[src/rtl/qdma_h2c_sink_pkg.sv]
// qdma_h2c_sink_pkg: shared types, constants and helpers for the H2C sink.
// The sink's optional parity check is enabled by H2C_SINK_PARITY_CHK_EN.
`ifndef XDMA_H2C_TUSER_WIDTH
`define XDMA_H2C_TUSER_WIDTH 16
`endif

package qdma_h2c_sink_pkg;

  localparam int SINK_DATA_W = 512;
  localparam int LANES       = SINK_DATA_W / 8;
  localparam int POP_W       = $clog2(LANES + 1);

  localparam int ERR_KEEP = 0;
  localparam int ERR_PAR  = 1;
  localparam int ERR_DATA = 2;
  localparam int ERR_QID  = 3;

  // Fibonacci taps 16,14,13,11 as a mask over lfsr[15:0]
  localparam logic [15:0] LFSR_TAPS = 16'hB400;

  typedef enum logic {
    S_SOP,
    S_MOP
  } state_e;

  function automatic logic [POP_W-1:0] popcnt(input logic [LANES-1:0] v);
    logic [POP_W-1:0] n;
    n = '0;
    for (int i = 0; i < LANES; i++) n = n + POP_W'(v[i]);
    return n;
  endfunction

endpackage

[src/rtl/qdma_h2c_stream_sink_lfsr.sv]
// qdma_lfsr_throttle: 16-bit Fibonacci LFSR giving one backpressure bit.
// A zero seed is replaced by 1 so the register can never lock up.
module qdma_lfsr_throttle
  import qdma_h2c_sink_pkg::*;
(
  input  logic        i_clk,
  input  logic        i_rst_n,
  input  logic        i_load,
  input  logic [15:0] i_seed,
  output logic        o_thr
);

  logic [15:0] r_lfsr;
  logic        w_fb;

  assign w_fb  = ^(r_lfsr & LFSR_TAPS);
  assign o_thr = r_lfsr[0];

  // Load seed on clear, otherwise advance every cycle
  always_ff @(posedge i_clk or negedge i_rst_n) begin
    if (!i_rst_n)
      r_lfsr <= 16'h0001;
    else if (i_load)
      r_lfsr <= (i_seed == 16'h0000) ? 16'h0001 : i_seed;
    else
      r_lfsr <= {r_lfsr[14:0], w_fb};
  end

endmodule

[src/rtl/qdma_h2c_stream_sink.sv]
// qdma_h2c_stream_sink: H2C AXI-Stream slave with framing/data checks.
// Define H2C_SINK_PARITY_CHK_EN to enable the per-byte parity check.
module qdma_h2c_stream_sink
  import qdma_h2c_sink_pkg::*;
#(
  parameter int DATA_W  = 512,
  parameter int TUSER_W = `XDMA_H2C_TUSER_WIDTH,
  parameter int CNT_W   = 32
) (
  input  logic                axi_aclk,
  input  logic                axi_aresetn,
  input  logic [DATA_W-1:0]   tdata,
  input  logic [DATA_W/8-1:0] tparity,
  input  logic                tlast,
  input  logic                tvalid,
  input  logic [DATA_W/8-1:0] tkeep,
  input  logic [TUSER_W-1:0]  tusr,
  output logic                tready,
  input  logic                sink_en,
  input  logic                thr_en,
  input  logic [15:0]         thr_seed,
  input  logic                clr,
  output logic [CNT_W-1:0]    pkt_cnt,
  output logic [CNT_W-1:0]    byte_cnt,
  output logic [15:0]         err_cnt,
  output logic [3:0]          err_sticky,
  output logic [10:0]         last_qid,
  output logic                err_pulse
);

  localparam int NB = DATA_W / 8;

  state_e           r_state;
  logic [7:0]       r_beat;
  logic [10:0]      r_qid;
  logic             r_c_vld;
  logic             r_c_last;
  logic [3:0]       r_c_flags;
  logic [10:0]      r_c_qid;
  logic [POP_W-1:0] r_c_bytes;
  logic [3:0]       r_pkt_flags;
  logic [CNT_W-1:0] r_pkt_cnt;
  logic [CNT_W-1:0] r_byte_cnt;
  logic [15:0]      r_err_cnt;
  logic [3:0]       r_sticky;
  logic [10:0]      r_last_qid;
  logic             r_err_pulse;

  logic             w_thr;
  logic             w_rdy;
  logic             w_acc;
  logic             w_keep_err;
  logic             w_data_err;
  logic             w_par_err;
  logic             w_qid_err;
  logic [3:0]       w_flags;
  logic [3:0]       w_tot;
  logic [CNT_W:0]   w_byte_sum;
  logic             w_unused_tusr;

  qdma_lfsr_throttle u_thr (
    .i_clk   (axi_aclk),
    .i_rst_n (axi_aresetn),
    .i_load  (clr),
    .i_seed  (thr_seed),
    .o_thr   (w_thr)
  );

  assign w_rdy  = axi_aresetn & sink_en & ~clr & (~thr_en | w_thr);
  assign tready = w_rdy;
  assign w_acc  = tvalid & w_rdy;

  assign w_unused_tusr = ^tusr[TUSER_W-1:11];

  assign w_keep_err = tlast
    ? ((tkeep == '0) || ((tkeep & (tkeep + NB'(1))) != '0))
    : (tkeep != '1);

  assign w_qid_err = (r_state == S_MOP) && (tusr[10:0] != r_qid);

  // Pattern compare on kept lanes: byte i of beat b is (b*NB + i) mod 256
  always_comb begin
    w_data_err = 1'b0;
    for (int i = 0; i < NB; i++) begin
      if (tkeep[i] && (tdata[8*i+:8] != 8'(int'(r_beat) * NB + i)))
        w_data_err = 1'b1;
    end
  end

`ifdef H2C_SINK_PARITY_CHK_EN
  // Even parity per kept byte
  always_comb begin
    w_par_err = 1'b0;
    for (int i = 0; i < NB; i++) begin
      if (tkeep[i] && (tparity[i] != ^tdata[8*i+:8]))
        w_par_err = 1'b1;
    end
  end
`else
  logic w_unused_par;
  assign w_unused_par = ^tparity;
  assign w_par_err    = 1'b0;
`endif

  // Gather per-beat error flags by bit index
  always_comb begin
    w_flags           = '0;
    w_flags[ERR_KEEP] = w_keep_err;
    w_flags[ERR_PAR]  = w_par_err;
    w_flags[ERR_DATA] = w_data_err;
    w_flags[ERR_QID]  = w_qid_err;
  end

  // Framing FSM and compare stage register
  always_ff @(posedge axi_aclk or negedge axi_aresetn) begin
    if (!axi_aresetn) begin
      r_state   <= S_SOP;
      r_beat    <= '0;
      r_qid     <= '0;
      r_c_vld   <= 1'b0;
      r_c_last  <= 1'b0;
      r_c_flags <= '0;
      r_c_qid   <= '0;
      r_c_bytes <= '0;
    end else if (clr) begin
      r_state <= S_SOP;
      r_beat  <= '0;
      r_c_vld <= 1'b0;
    end else begin
      r_c_vld <= w_acc;
      if (w_acc) begin
        r_c_last  <= tlast;
        r_c_flags <= w_flags;
        r_c_qid   <= tusr[10:0];
        r_c_bytes <= popcnt(tkeep);
        if (r_state == S_SOP) r_qid <= tusr[10:0];
        r_state <= tlast ? S_SOP : S_MOP;
        r_beat  <= tlast ? 8'd0 : r_beat + 8'd1;
      end
    end
  end

  assign w_tot      = r_pkt_flags | r_c_flags;
  assign w_byte_sum = {1'b0, r_byte_cnt} + (CNT_W + 1)'(r_c_bytes);

  // Commit stage: saturating counters and per-packet status
  always_ff @(posedge axi_aclk or negedge axi_aresetn) begin
    if (!axi_aresetn) begin
      r_pkt_flags <= '0;
      r_pkt_cnt   <= '0;
      r_byte_cnt  <= '0;
      r_err_cnt   <= '0;
      r_sticky    <= '0;
      r_last_qid  <= '0;
      r_err_pulse <= 1'b0;
    end else if (clr) begin
      r_pkt_flags <= '0;
      r_pkt_cnt   <= '0;
      r_byte_cnt  <= '0;
      r_err_cnt   <= '0;
      r_sticky    <= '0;
      r_err_pulse <= 1'b0;
    end else begin
      r_err_pulse <= 1'b0;
      if (r_c_vld) begin
        r_byte_cnt <= w_byte_sum[CNT_W] ? '1 : w_byte_sum[CNT_W-1:0];
        if (r_c_last) begin
          r_pkt_flags <= '0;
          r_last_qid  <= r_c_qid;
          if (r_pkt_cnt != '1) r_pkt_cnt <= r_pkt_cnt + 1'b1;
          if (|w_tot) begin
            if (r_err_cnt != '1) r_err_cnt <= r_err_cnt + 1'b1;
            r_err_pulse <= 1'b1;
            r_sticky    <= r_sticky | w_tot;
          end
        end else begin
          r_pkt_flags <= w_tot;
        end
      end
    end
  end

  assign pkt_cnt    = r_pkt_cnt;
  assign byte_cnt   = r_byte_cnt;
  assign err_cnt    = r_err_cnt;
  assign err_sticky = r_sticky;
  assign last_qid   = r_last_qid;
  assign err_pulse  = r_err_pulse;

endmodule
[config.mk]
export PLATFORM = sky130hd
export DESIGN_NAME = qdma_h2c_stream_sink
export DESIGN_NICKNAME = d
export VERILOG_FILES = /design/src/rtl/qdma_h2c_sink_pkg.sv /design/src/rtl/qdma_h2c_stream_sink_lfsr.sv /design/src/rtl/qdma_h2c_stream_sink.sv
export SDC_FILE = /design/constraint.sdc
export NUM_CORES = 1
export LEC_CHECK = 0
export CAP_MARGIN = 20
export CORE_AREA = 5 5 298 300
export CTS_BUF_LIST = sky130_fd_sc_hd__clkbuf_8
export CTS_CLUSTER_DIAMETER = 80
export CTS_CLUSTER_SIZE = 40
export DETAILED_ROUTE_END_ITERATION = 8
export DIE_AREA = 0 0 303 305
export HOLD_SLACK_MARGIN = 0.03
export MAX_ROUTING_LAYER = met4
export PLACE_DENSITY = 0.42
export SLEW_MARGIN = 10
export SYNTH_ARGS = -nofsm -noshare
export SYNTH_HDL_FRONTEND = slang
export SYNTH_SLANG_ARGS = --single-unit
[constraint.sdc]
create_clock -name axi_aclk -period 2.9 [get_ports axi_aclk]
set_input_delay 0.58 -clock axi_aclk [delete_from_list [all_inputs] [get_ports axi_aclk]]
set_output_delay 0.58 -clock axi_aclk [all_outputs]
set_load 0.02 [all_outputs]
==> metrics.md <==
| Metric | Value |
|---|---|
| Post-DP Area | 0.02270 sq mm |
| CTS clk-pin slew, worst paths | about 0.11 ns |
| Post-route cell area | 0.02347 sq mm |
| Via count | roughly 15000 |
| Total iterations of the first detailed-routing run | 5 |
| Final slew viol count | 0 |
| Critical Path End Type | register |
| Final core occ | around 27% |
| CTS Buf Count | 17 |
| Vias in the first global route | 15920 |
| Relative slew slack | 40.30% |
| Drt drc | 0 |
| Psw | 0.005452 W |
| I/O Pins | around 780 |
| ANT nets after route | 0 |
| Worst Path Required | about 3.3 ns |
| Setup TNS | -18.59 ns |
| All-Layer GR Usage | 17.65% |
| MaxCap Viol Count | 0 |
| Worst-case clock skew | 0.02296 ns |
| Avg Synthesized Cell Area | 8.930 sq um |
| Number of synthesized flops with an enable pin | 0 |
| Mapped Area | 0.01272 sq mm |
| Clock power share | 12.3% |
| Grt total ovfl | 0 |
| Fillcell total | 9227 |
| Largest net degree at the start of global routing | 153 |
| Non-filler instance count after layout | 3505 |
| Post-route minimum period | 5.779 ns |
| Sequential cell area | 0.003814 sq mm |
| Status | finished with violations |
| Final Hold Viols | 0 |
| P_leak | 9.433 nW |
| Int Pwr | approximately 0.0086 W |
| Global-route wire length before repair | between 100 and 150 mm |
| Failing checks | negative setup slack |
| CP Max Fanout | 2 |
| Port bufs | 706 |
| Worst skew pair latency | 0.49 ns |
| Area of the multi-input gates | around 0.0086 sq mm |
| Clock Sinks | between 150 and 200 |
| Row count | 108 |
| Htree depth | 4 |
| CTS tree | done |
| Seq/Total Area, Yosys | 29.90% |
| Ys async rst share | 100.0% |
| Worst Path Arrival | 6.20 ns |
| Total core area | 0.08594 sq mm |
| Maximum vdd ir drop | 2.030 mV |
| CTS root buf | clkbuf_8 |
| Worst Tran Pin Value | between 0.8 and 0.9 ns |
| Clock Path Buffers | 2 |
| Area grow syn2layout | 84.43% |
| Cells after DPL | 3447 |
| Die footprint | approximately 0.092 sq mm |
| Fmax achieved | 173.0 MHz |
| Detailed Route WL | just over 80 mm |
| Synth cell types | 66 |
| PD cells | 599.1 mW/mm^2 |
| Number of hold buffers added after CTS | 0 |
| RSZ-0062 raised after global routing | yes |
| Setup WS post-layout | -2.879 ns |
| Initial antenna violation count | 17 |
| Reg2Reg Depth | 11 |
| Hpwl dp | 72.59 mm |
| Flop2flop setup slack | 0.15 ns |
| Nets@finish | around 3000 |
| Combinational share of power | 70.6% |
| Synth warn | 0 |
| Post-synth top flop | dfrtp_1 |
| Mapped Cells | ~1400 |
| Starting Density | 14.81% |
| Reg-to-reg critical path startpoint | byte_cnt[0]$_DFFE_PN0P_ |
| WL/cell | ~24 um |
| Synthesized flop and latch total | around 150 |
| CP Launch Type | input port |
| Final Cycle Share | 199.3% |
| Routed vias/inst | 4.213 |
| Die height | 305 um |
| Sw Ratio | between 30% and 40% |
| Hold Crit Class | input port to asynchronous set/reset pin |
| DR iter-0 viols | ~900 |
| Fraction of layout cells with a size suffix above 1 | 17.29% |
| Routability cong. | ~0.91 |
| Final Setup Violations | 7 |
| Die X | between 300 and 400 um |
| Register share of total power | 17.2% |
| Worst reg2reg endpoint | byte_cnt[19]$_DFFE_PN0P_ |
| Crit Path Class | input port to register |
| Syn Nets | around 2200 |
-- sequential cells by signal (all words and copies together), names as in the netlist --
signal	cells
err_cnt	16
r_c_vld	1
byte_cnt	32
r_c_bytes	7
err_sticky	4
err_pulse	1
r_beat	2
r_c_flags	3
last_qid	11
u_thr.r_lfsr	16
r_c_qid	11
r_c_last	1
r_state	1
pkt_cnt	32
r_pkt_flags	3
r_qid	11
-- worst max-delay path, stage by stage --
cell	delay [ns]
buf_8	0.10
fa_2	0.65
inv_2	0.05
fa_1	0.48
fa_2	0.55
inv_2	0.04
fa_2	0.56
inv_2	0.04
fa_2	0.54
fa_2	0.45
fa_2	0.54
fa_2	0.43
inv_2	0.07
ha_4	0.13
inv_2	0.03
fa_2	0.34
buf_4	0.14
buf_4	0.12
buf_4	0.12
xor2_1	0.13
o21ai_1	0.10
-- power groups by stage --
stage	Combinational [W]	Sequential, W	Clock [W]
6_report	0.00992	0.00241	0.00172
5_1_grt	0.0112	0.00244	0.00189
2_1_floorplan	0.00530	0.00246	0
3_5_place_dp	0.00889	0.00246	0
3_3_place_gp	0.00882	0.00246	0
4_1_cts	0.00957	0.00242	0.00182
-- layer usage --
| metal | routed length (um) | GRT usage (%) | part of all wire [%] |
|---|---|---|---|
| met1 | 35310 | 22.05 | 43 |
| met2 | 41440 | 30.47 | 50 |
| met3 | 4868 | 3.203 | 5.9 |
| met4 | 928 | 2.494 | 1.1 |
| met5 | 0 | - | 0 |
-- layout by cell type (no fill, tap or decap), types with 17 or more instances in the layout --
master / count
a21oi_1: 28
buf_4: 209
clkbuf_8: 17
clkdlybuf4s50_1: 666
dfrtp_1: 148
fa_1: 41
ha_1: 26
inv_1: 88
inv_2: 26
mux2_2: 28
nand2_1: 114
nand3_1: 68
nand4_1: 55
nand4b_1: 18
nor2_1: 132
nor3_1: 28
nor4_1: 33
nor4bb_1: 22
o21ai_0: 22
o31ai_1: 27
xnor2_1: 94
xor2_1: 99
-- repair_timing --
action                                  in CTS  in global routing
pin swaps                                   39                 37
setup buffers                                2                 11
resized for setup                          141                 78
endpoints found under the setup margin       9                 16
-- cell type report --
| type | instances | area share, % |
|---|---|---|
| clock inverter | 15 | 0.7411 |
| timing repair buffer | 927 | 37.31 |
| antenna | 14 | 0.1493 |
| sequential | 152 | 16.25 |
| clock buffer | 17 | 0.9970 |
| inverter | 115 | 1.855 |
| multi-input combinational | 1110 | 36.54 |
| tap | 1155 | 6.158 |
-- worst max-delay path by stage --
stage / start / depth (start not counted) / to / slack, ns
global route: tkeep[43] / 20 / r_c_bytes[5]$_DFFE_PN0P_ / -2.98
floorplan: tkeep[53] / 21 / r_c_bytes[5]$_DFFE_PN0P_ / -2.90
finish: tkeep[43] / 21 / r_c_bytes[2]$_DFFE_PN0P_ / -2.88
global placement: tkeep[53] / 22 / r_c_bytes[5]$_DFFE_PN0P_ / -3.78
detailed placement: tkeep[55] / 22 / r_c_bytes[5]$_DFFE_PN0P_ / -3.80
CTS: tkeep[45] / 22 / r_c_bytes[6]$_DFFE_PN0P_ / -2.78
-- cells by family after synthesis --
logic type               Yosys count  synth area share [%]
flip-flops                       152                 29.90
buffers and inverters            163                 5.044
AND/OR/NAND/NOR                  592                 25.54
AO/OA/AOI/OAI                    207                 11.83
multiplexers                      35                 3.029
XOR/XNOR                         194                 13.35
adder cells (fa/ha/maj)           82                 11.31
-- synth_stat cells (5+ instances only) --
library cell	n	area share, %
nand4_1	55	2.7
and4_1	14	0.96
xnor2_1	95	6.5
o2111ai_1	6	0.41
o21ai_0	30	1.2
a211oi_1	10	0.59
ha_1	27	2.7
nand3b_1	10	0.59
and2_1	11	0.54
clkbuf_1	25	0.74
dfrtp_1	151	30
o41ai_1	22	1.5
a21oi_1	29	1.1
mux2_2	28	2.5
nor2_1	133	3.9
a41oi_1	9	0.62
nor3_1	32	1.3
fa_1	55	8.7
a31oi_1	11	0.54
inv_1	115	3.4
nor4bb_1	24	1.9
a22o_1	9	0.62
a2111oi_0	5	0.34
xor2_1	99	6.8
a21o_1	7	0.41
and3_1	14	0.69
buf_1	6	0.18
nor4b_1	16	1.1
buf_2	15	0.59
nand2b_1	6	0.30
nor4_1	37	1.8
o22ai_1	5	0.25
nand4b_1	18	1.2
a22oi_1	9	0.53
nand3_1	70	2.8
mux2i_1	7	0.55
nand2_1	116	3.4
a311oi_1	5	0.34
nor3b_1	7	0.41
nor2b_1	12	0.59
o31ai_1	29	1.7
-- metrics by stage --
step	power, W	hold slack [ns]	worst slack, ns
after floorplan	0.007764	0.2844	-2.897
after global placement	0.01127	0.4530	-3.780
after detailed placement	0.01135	0.4628	-3.800
after CTS	0.01382	0.2677	-2.783
after global routing	0.01552	0.2946	-2.978
final	0.01406	0.2386	-2.879
No activity file was read; power rests on OpenSTA's default activity.
